`src/rtl/acc_sched.sv`:
```
// Job scheduler for the accumulator. It holds a small FIFO of (iters, reads) jobs,
// configures the accumulator for each job in turn and counts output beats until the job completes.
module acc_sched #(
   parameter int unsigned LOG_MAX_ITERS          = 16,
   parameter int unsigned LOG_MAX_READS_PER_ITER = 12,
   parameter int unsigned NUM_JOBS               = 4,
   parameter int unsigned LOG_NUM_JOBS           = 2
) (
   input  logic                              clk,
   input  logic                              rst,
   input  logic                              job_valid,
   input  logic [LOG_MAX_ITERS-1:0]          job_iters,
   input  logic [LOG_MAX_READS_PER_ITER-1:0] job_reads,
   output logic                              job_ready,
   input  logic                              abort,
   output logic                              acc_configure,
   output logic [LOG_MAX_ITERS-1:0]          acc_num_iters,
   output logic [LOG_MAX_READS_PER_ITER-1:0] acc_num_reads_per_iter,
   input  logic                              acc_valid_out,
   output logic                              acc_in_enable,
   output logic                              busy,
   output logic                              job_done,
   output logic                              job_error,
   output logic [15:0]                       jobs_done_count
);

   localparam int unsigned IW = LOG_MAX_ITERS;
   localparam int unsigned RW = LOG_MAX_READS_PER_ITER;
   localparam int unsigned PW = LOG_NUM_JOBS;
   localparam int unsigned CW = LOG_NUM_JOBS + 1;
   localparam logic [CW-1:0] FULL = CW'(NUM_JOBS);

   typedef enum logic [1:0] {IDLE, CONFIG, RUN, DONE} state_t;

   state_t         state, state_nxt;
   logic [IW-1:0]  q_iters [NUM_JOBS];
   logic [RW-1:0]  q_reads [NUM_JOBS];
   logic [PW-1:0]  wr_ptr, rd_ptr, wr_ptr_nxt, rd_ptr_nxt;
   logic [CW-1:0]  count, count_nxt;
   logic [RW-1:0]  beat_cnt, beat_nxt;
   logic [15:0]    done_cnt_nxt;
   logic           space_c, zero_c, push_c, err_c, pop_c;

   // Next-state, queue bookkeeping and beat counting; abort overrides everything
   always_comb begin
      space_c      = (count != FULL);
      zero_c       = (job_iters == '0) || (job_reads == '0);
      push_c       = job_valid && space_c && !zero_c && !abort;
      err_c        = job_valid && space_c && zero_c && !abort;
      pop_c        = (state == IDLE) && (count != '0) && !abort;
      state_nxt    = state;
      beat_nxt     = beat_cnt;
      done_cnt_nxt = jobs_done_count;
      wr_ptr_nxt   = push_c ? wr_ptr + PW'(1) : wr_ptr;
      rd_ptr_nxt   = pop_c  ? rd_ptr + PW'(1) : rd_ptr;
      count_nxt    = count;

      case (state)
         IDLE: begin
            if (pop_c) begin
               state_nxt = CONFIG;
               beat_nxt  = q_reads[rd_ptr];
            end
         end
         CONFIG: state_nxt = RUN;
         RUN: begin
            if (acc_valid_out) begin
               beat_nxt = beat_cnt - RW'(1);
               if (beat_cnt == RW'(1)) begin
                  state_nxt    = DONE;
                  done_cnt_nxt = jobs_done_count + 16'd1;
               end
            end
         end
         DONE:    state_nxt = IDLE;
         default: state_nxt = IDLE;
      endcase

      case ({push_c, pop_c})
         2'b10:   count_nxt = count + CW'(1);
         2'b01:   count_nxt = count - CW'(1);
         default: count_nxt = count;
      endcase

      if (abort) begin
         state_nxt    = IDLE;
         beat_nxt     = beat_cnt;
         done_cnt_nxt = jobs_done_count;
         count_nxt    = '0;
         wr_ptr_nxt   = '0;
         rd_ptr_nxt   = '0;
      end
   end

   // State, pointers and registered outputs
   always_ff @(posedge clk or posedge rst) begin
      if (rst) begin
         state                  <= IDLE;
         wr_ptr                 <= '0;
         rd_ptr                 <= '0;
         count                  <= '0;
         beat_cnt               <= '0;
         job_ready              <= 1'b1;
         busy                   <= 1'b0;
         acc_configure          <= 1'b0;
         acc_in_enable          <= 1'b0;
         job_done               <= 1'b0;
         job_error              <= 1'b0;
         jobs_done_count        <= '0;
         acc_num_iters          <= '0;
         acc_num_reads_per_iter <= '0;
      end else begin
         state           <= state_nxt;
         wr_ptr          <= wr_ptr_nxt;
         rd_ptr          <= rd_ptr_nxt;
         count           <= count_nxt;
         beat_cnt        <= beat_nxt;
         job_ready       <= (count_nxt != FULL);
         busy            <= (state_nxt != IDLE) || (count_nxt != '0);
         acc_configure   <= (state_nxt == CONFIG);
         acc_in_enable   <= (state_nxt == RUN);
         job_done        <= (state_nxt == DONE);
         job_error       <= err_c;
         jobs_done_count <= done_cnt_nxt;
         if (pop_c) begin
            acc_num_iters          <= q_iters[rd_ptr];
            acc_num_reads_per_iter <= q_reads[rd_ptr];
         end
      end
   end

   // Job storage; emptiness is tracked by count, so the entries need no reset
   always_ff @(posedge clk) begin
      if (push_c) begin
         q_iters[wr_ptr] <= job_iters;
         q_reads[wr_ptr] <= job_reads;
      end
   end

endmodule

```
`config.mk`:
```
export PLATFORM = sky130hd
export DESIGN_NAME = acc_sched
export DESIGN_NICKNAME = d
export VERILOG_FILES = /design/src/rtl/acc_sched.sv
export SDC_FILE = /design/constraint.sdc
export NUM_CORES = 1
export LEC_CHECK = 0
export ABC_AREA = 1
export BUFFER_PORTS_ARGS = -buffer_cell sky130_fd_sc_hd__buf_2
export CORE_MARGIN = 10
export CORE_UTILIZATION = 56
export DETAILED_ROUTE_END_ITERATION = 6
export MAX_ROUTING_LAYER = met4
export PLACE_DENSITY = 0.85
export REMOVE_ABC_BUFFERS = 1
export SETUP_SLACK_MARGIN = 0.1
export SYNTH_ARGS = -nofsm -noshare
export SYNTH_HDL_FRONTEND = slang
export SYNTH_SLANG_ARGS = --single-unit
export TNS_END_PERCENT = 10
```
`constraint.sdc`:
```
create_clock -name clk -period 5.7 [get_ports clk]
set_clock_uncertainty 0.2 [all_clocks]
set_input_delay 0.855 -clock clk [delete_from_list [all_inputs] [get_ports clk]]
set_output_delay 0.855 -clock clk [all_outputs]
set_load 0.005 [all_outputs]
```
## After elaboration in Yosys (flattened, before gate mapping)

Memory sizes are Yosys's and may differ from the RTL's. A register that Yosys moved wholly into a read port is not among the register bits.
Index checks and enable logic that the tools add are counted.

- Register bits after elaboration: 55
- Bits in writable memories: 112
- Bits of input ports: 33
- Output and inout bits: 50
- Logic and storage cells: 73
- Memories kept: 2

- $add $sub $neg: 6
- Equality and inequality tests: 13
- Muxes and demuxes: 16
- Bitwise logic cells: 1
- Reductions and logical operators: 22

Memories:

| memory | words | bits a word | rd ports | clocked after memory_dff | wr ports | RTL line | RTL |
|---|---|---|---|---|---|---|---|
| q_iters | 4 | 16 | 1 | 1 | 1 | 36 | `logic [IW-1:0] q_iters [NUM_JOBS];` |
| q_reads | 4 | 12 | 1 | 0 | 1 | 37 | `logic [RW-1:0] q_reads [NUM_JOBS];` |

Operator list:

| kind | number |
|---|---|
| 12-bit 2-to-1 mux | 2 |
| 12-bit one-hot mux with 2 select lines | 1 |
| 16-bit by 1-bit adder with 16-bit output (second input constant) | 1 |
| 16-bit zero test | 1 |
| 2-bit 2-to-1 mux | 8 |
| 12-bit by 1-bit == test with 1-bit output (second input constant) | 1 |
| 12-bit zero test | 1 |
| 12-bit by 1-bit subtractor with 12-bit output (second input constant) | 1 |
| 2-bit == test (second input constant) | 5 |
| 2-bit one-hot mux with 4 select lines | 1 |
| 4-bit AND reduction | 2 |
| 2-bit nonzero test | 4 |
| 1-bit logical AND | 7 |
| 2-bit by 1-bit == test with 1-bit output (second input constant) | 3 |
| 3-bit inequality test (second input constant) | 2 |
| 3-bit one-hot mux with 2 select lines | 1 |
| 3-bit nonzero test | 2 |
| 2-bit by 1-bit adder with 2-bit output (second input constant) | 2 |
| 2-bit inequality test (second input constant) | 2 |
| 3-bit by 1-bit adder with 3-bit output (second input constant) | 1 |
| 3-bit 2-to-1 mux | 1 |
| 3-bit by 1-bit subtractor with 3-bit output (second input constant) | 1 |
| 1-bit zero test | 2 |
| 2-bit zero test | 1 |
| 3 further kinds | 5 |

## Logic depth before layout (Yosys ltp)

- Word-level depth: 10
- Mapped depth: 16

## Worst setup path before layout

No wires, ideal clock.

- Path kind: input-to-reg
- From: input job_reads[11]
- To: memory q_iters[0][0] (netlist name), enable pin
- Library setup time: 0.413 ns
- Arrival: 2.539 ns
- Path slack: 2.548 ns
- Stages: 7
- Cell sequence: nor2_1 and2_0 nand2_1 nand2_1 inv_1 nand2_1 nor2_1

- Cells in the longest elaborated chain, start to end: 7

Ends and longest elaborated chain:

| item | RTL line | RTL |
|---|---|---|
| start: declaration | 13 | `input logic [LOG_MAX_READS_PER_ITER-1:0] job_reads,` |
| 12-bit zero test | 47 | `zero_c = (job_iters == '0) \|\| (job_reads == '0);` |
| 1-bit logical OR | 47 |  |
| 1-bit zero test | 48 | `push_c = job_valid && space_c && !zero_c && !abort;` |
| 1-bit logical AND (2 in a row) | 48 |  |
| 1-bit 2-to-1 mux | 134 | `if (push_c) begin` |
| 1-bit 2-to-1 mux (not written as such) | 135 | `q_iters[wr_ptr] <= job_iters;` |
| end: declaration | 36 |  |

No other way between the ends.

## Worst setup path in the final report

- From: register state[0]
- To: register busy

- Cells in the longest elaborated chain, start to end: 8
- Elaborated cells between the ends (all ways): 18
- Classes of those cells: 5 x eq/ne; 7 x mux; 6 x reduce/logical

Ends and longest elaborated chain:

| item | RTL line | RTL |
|---|---|---|
| start: declaration | 35 | `state_t state, state_nxt;` |
| start signal: assignment | 113 | `state <= state_nxt;` |
| 2-bit zero test | 50, 58 |  |
| 1-bit logical AND (2 in a row) | 50 | `pop_c = (state == IDLE) && (count != '0) && !abort;` |
| 2-bit by 1-bit == test with 1-bit output (tied with other cells) | 79 | `case ({push_c, pop_c})` |
| 3-bit one-hot mux with 2 select lines or 2-bit one-hot mux with 4 select lines (tied branches) | 79, 58 |  |
| 3-bit 2-to-1 mux or 2-bit 2-to-1 mux (tied branches) | 85 | `if (abort) begin` |
| 3-bit nonzero test or 2-bit nonzero test (tied branches) | 119 | `busy <= (state_nxt != IDLE) \|\| (count_nxt != '0);` |
| 1-bit logical OR (*) | 119 |  |
| end signal: assignment | 119 |  |
| end: declaration | 21 | `output logic busy,` |

Mark *: on every way between the ends. The rest lies on a longest branch, timed or not.
A chain may end at the register's enable or synchronous reset.

==> impl_metrics.py <==
metrics = {
    "setup_path": {
        "cp_max_fo": 19,
        "rr_startpoint": "state[0]",
        "worstSetupStartpointType": "flop",
        "crit_path_end_kind": "flop",
        "crit_type": "reg -> reg",
        "critPathRequiredTime_ns": 5.81,
        "arrival_ns": 3.43,
        "cp-startpoint": "state[0]",
    },
    "power_and_ir_drop": {
        "sw_frac_of_total": 0.366,
        "pwr-share-seq": 0.422,
        "switching_power_w": 0.00152,
        "p_leak_nw": 4.08,
        "power_frac_comb": 0.301,
        "ir_worst_vdd_uv": 295,
        "power_w": 0.00414,
        "p_int_w": 0.00262,
        "power.density_nw_per_um2": 450,
        "clkPwrFrac": 0.277,
    },
    "route": {
        "via_per_inst": 5.50,
        "drc": 11,
        "vias": 6063,
        "ant_nets": 0,
        "wl_per_cell_um": 16.9,
        "routed_wirelength_um": 18600,
        "drt_iter0_drc": 477,
        "firstDrtPassIters": 7,
    },
    "global_routing": {
        "grt_busiest_layer": "met2",
        "grt_pass1_vias": 5892,
        "grt_max_degree": 59,
        "use_met2": 0.320,
        "grt_use_total": 0.195,
        "grt-ovfl-total": 0,
        "antenna_found_initial": 0,
        "grtUsageMet1": 0.236,
        "grt_pass1_wl_um": 30000,
        "grt.met3_usage": 0.0406,
    },
    "logic_synthesis": {
        "synth_area_leaders": "edfxtp_1, dfrtp_1, nand2_1",
        "ys_ff_latch": 183,
        "syn_area_sq_um": 8050,
        "syn_inst": 827,
        "yosysWarnings": 0,
        "synth-edff-count": 112,
        "synth_top_cell_area_share": 0.418,
        "ys_types": 36,
        "ys_seq_area_frac": 0.639,
        "yosysTopAreaCell": "edfxtp_1",
        "syn_avg_cell_area_sq_um": 9.73,
        "synth-async-reset-ratio": 0.388,
        "synth_ff_type": "edfxtp_1",
    },
    "sta": {
        "tightestPinTransition_ns": 0.958,
        "timing.hold.ws_ns": 0.278,
        "maxSlewViolCount": 0,
        "setup_viol": 0,
        "worst_slack_ns": 2.38,
        "fin_crit_ns": 3.32,
        "slew_headroom": 0.358,
        "rsz0062_at_grt": "no",
        "fmax_mhz": 301,
        "period_share": 0.582,
        "hold_violations": 0,
        "fin_setup_tns_ns": 0,
    },
    "run_status": {
        "status": "complete, but fails checks",
        "violations": "design-rule violations",
    },
    "clock_network": {
        "cts-resized-gates": 0,
        "ctsHtreeMaxLevel": 4,
        "ctsHoldBuffers": 0,
        "cts_made_buffers": 17,
        "clkSinkCount": 183,
        "cts_tree": "yes",
        "clk_latency_ns": 0.43,
        "postCtsSetupBuffers": 0,
        "clk_path_buf_depth": 2,
        "clockRootBuffer": "clkbuf_16",
        "clk_pin_slew_ns": 0.07,
    },
    "layout": {
        "drive_above_1_share": 0.154,
        "finalNetCount": 954,
        "syn_to_final_growth_pct": 14.4,
        "layout_commonest_cell": "nand2_1",
        "utilization": 0.658,
        "fillerInstances": 1066,
        "n_antenna_cell": 0,
        "final_cell_mix": "nand2_1, edfxtp_1, nor2_1, buf_2, dfrtp_1",
    },
    "floorplan": {
        "initial_core_util": 0.575,
        "die-area_sq_um": 19600,
        "die_h_um": 140,
        "dieWidth_um": 140,
        "ios": 83,
        "core_area_sq_um": 14000,
        "rows": 43,
    },
    "place": {
        "place_hpwl_um": 11400,
        "dp_worst_setup_slack_ns": 1.98,
        "placement.io_buffers": 82,
        "gp_congestion": 0.887,
    },
    "hold_path": {
        "hp-start": "acc_num_reads_per_iter[2]",
        "min_path_type": "reg -> reg",
    },
    "flow_run": {
        "drv_cap": 0,
    },
}
## kinds of logic after synthesis
kind of cell	share of synthesized area
buf+inv	0.0460
flops	0.639
compound gates	0.0598
xor+xnor	0.0109
simple gates	0.225
fa+ha+maj	0.0196
## critical path, cell delays in order, from the launching register on
cell	delay, ns
dfrtp_1	0.38
inv_1	0.10
ha_1	0.27
nand3_2	0.10
clkinv_1	0.53
ha_1	0.52
fa_1	0.44
or2_2	0.30
nand3_1	0.11
nand2_1	0.07
nor2_1	0.09
nand4_1	0.09
## routing by layer
metal / vias up / wire length, um
met2: 247 / 9390
li1: 2901 / -
met3: 27 / 1270
met5: - / 0
met4: 0 / 337
met1: 2888 / 7590
## synthesized netlist by cell type, types with 3 or more instances
| cell type | number |
|---|---|
| a21oi_1 | 3 |
| buf_2 | 15 |
| buf_4 | 3 |
| clkbuf_1 | 9 |
| dfrtp_1 | 70 |
| edfxtp_1 | 112 |
| ha_1 | 11 |
| inv_1 | 54 |
| nand2_1 | 262 |
| nand3_1 | 62 |
| nand3b_1 | 3 |
| nand4_1 | 6 |
| nor2_1 | 103 |
| nor3_1 | 4 |
| o21ai_0 | 61 |
| o21ai_2 | 3 |
| o22ai_1 | 16 |
| xnor2_1 | 5 |
| xor2_1 | 5 |
## metrics by stage
step | cell area [sq um] | instances
after CTS | 9210 | 1102
after floorplan | 7900 | 798
final | 9210 | 1102
after global routing | 9210 | 1102
after detailed placement | 8620 | 1070
after global placement | 8620 | 1070
## path summary, 6_finish.rpt
| kind | end | slack [ns] | depth (start not counted) |
|---|---|---|---|
| min in group asynchronous | acc_num_reads_per_iter[5] | 0.37 | 2 |
| max in group asynchronous | acc_configure | 3.93 | 3 |
| worst max-delay path | busy | 2.38 | 11 |
| worst min-delay path | acc_num_reads_per_iter[2] | 0.28 | 2 |
| worst max register to register | busy | 2.38 | 11 |
| worst min register to register | acc_num_reads_per_iter[2] | 0.28 | 2 |
## sequential cells by signal, summed over array words and instances, names as in the netlist
register,cells
q_reads,48
jobs_done_count,16
job_ready,1
rd_ptr,2
busy,1
acc_in_enable,1
job_error,1
job_done,1
acc_configure,1
beat_cnt,12
count,3
wr_ptr,2
q_iters,64
acc_num_iters,16
state,2
acc_num_reads_per_iter,12
## area by class of cell
type | count | area (sq um) | area share
flip-flops and latches | 183 | 5140 | 0.558
repair buffers | 92 | 485 | 0.0527
clock inverters | 15 | 159 | 0.0173
inverters | 59 | 224 | 0.0243
well taps | 180 | 225 | 0.0245
clock buffers | 17 | 425 | 0.0462
multi-input cells | 556 | 2550 | 0.277
## power by group through the flow
stage	clock [W]	sequential (W)	combinational [W]
floorplan	0	0.00179	0.000762
global placement	0	0.00176	0.00119
detailed placement	0	0.00177	0.00123
CTS	0.00116	0.00175	0.00125
global route	0.00122	0.00177	0.00142
finish	0.00115	0.00175	0.00125
(Power assumes the default switching activity.)
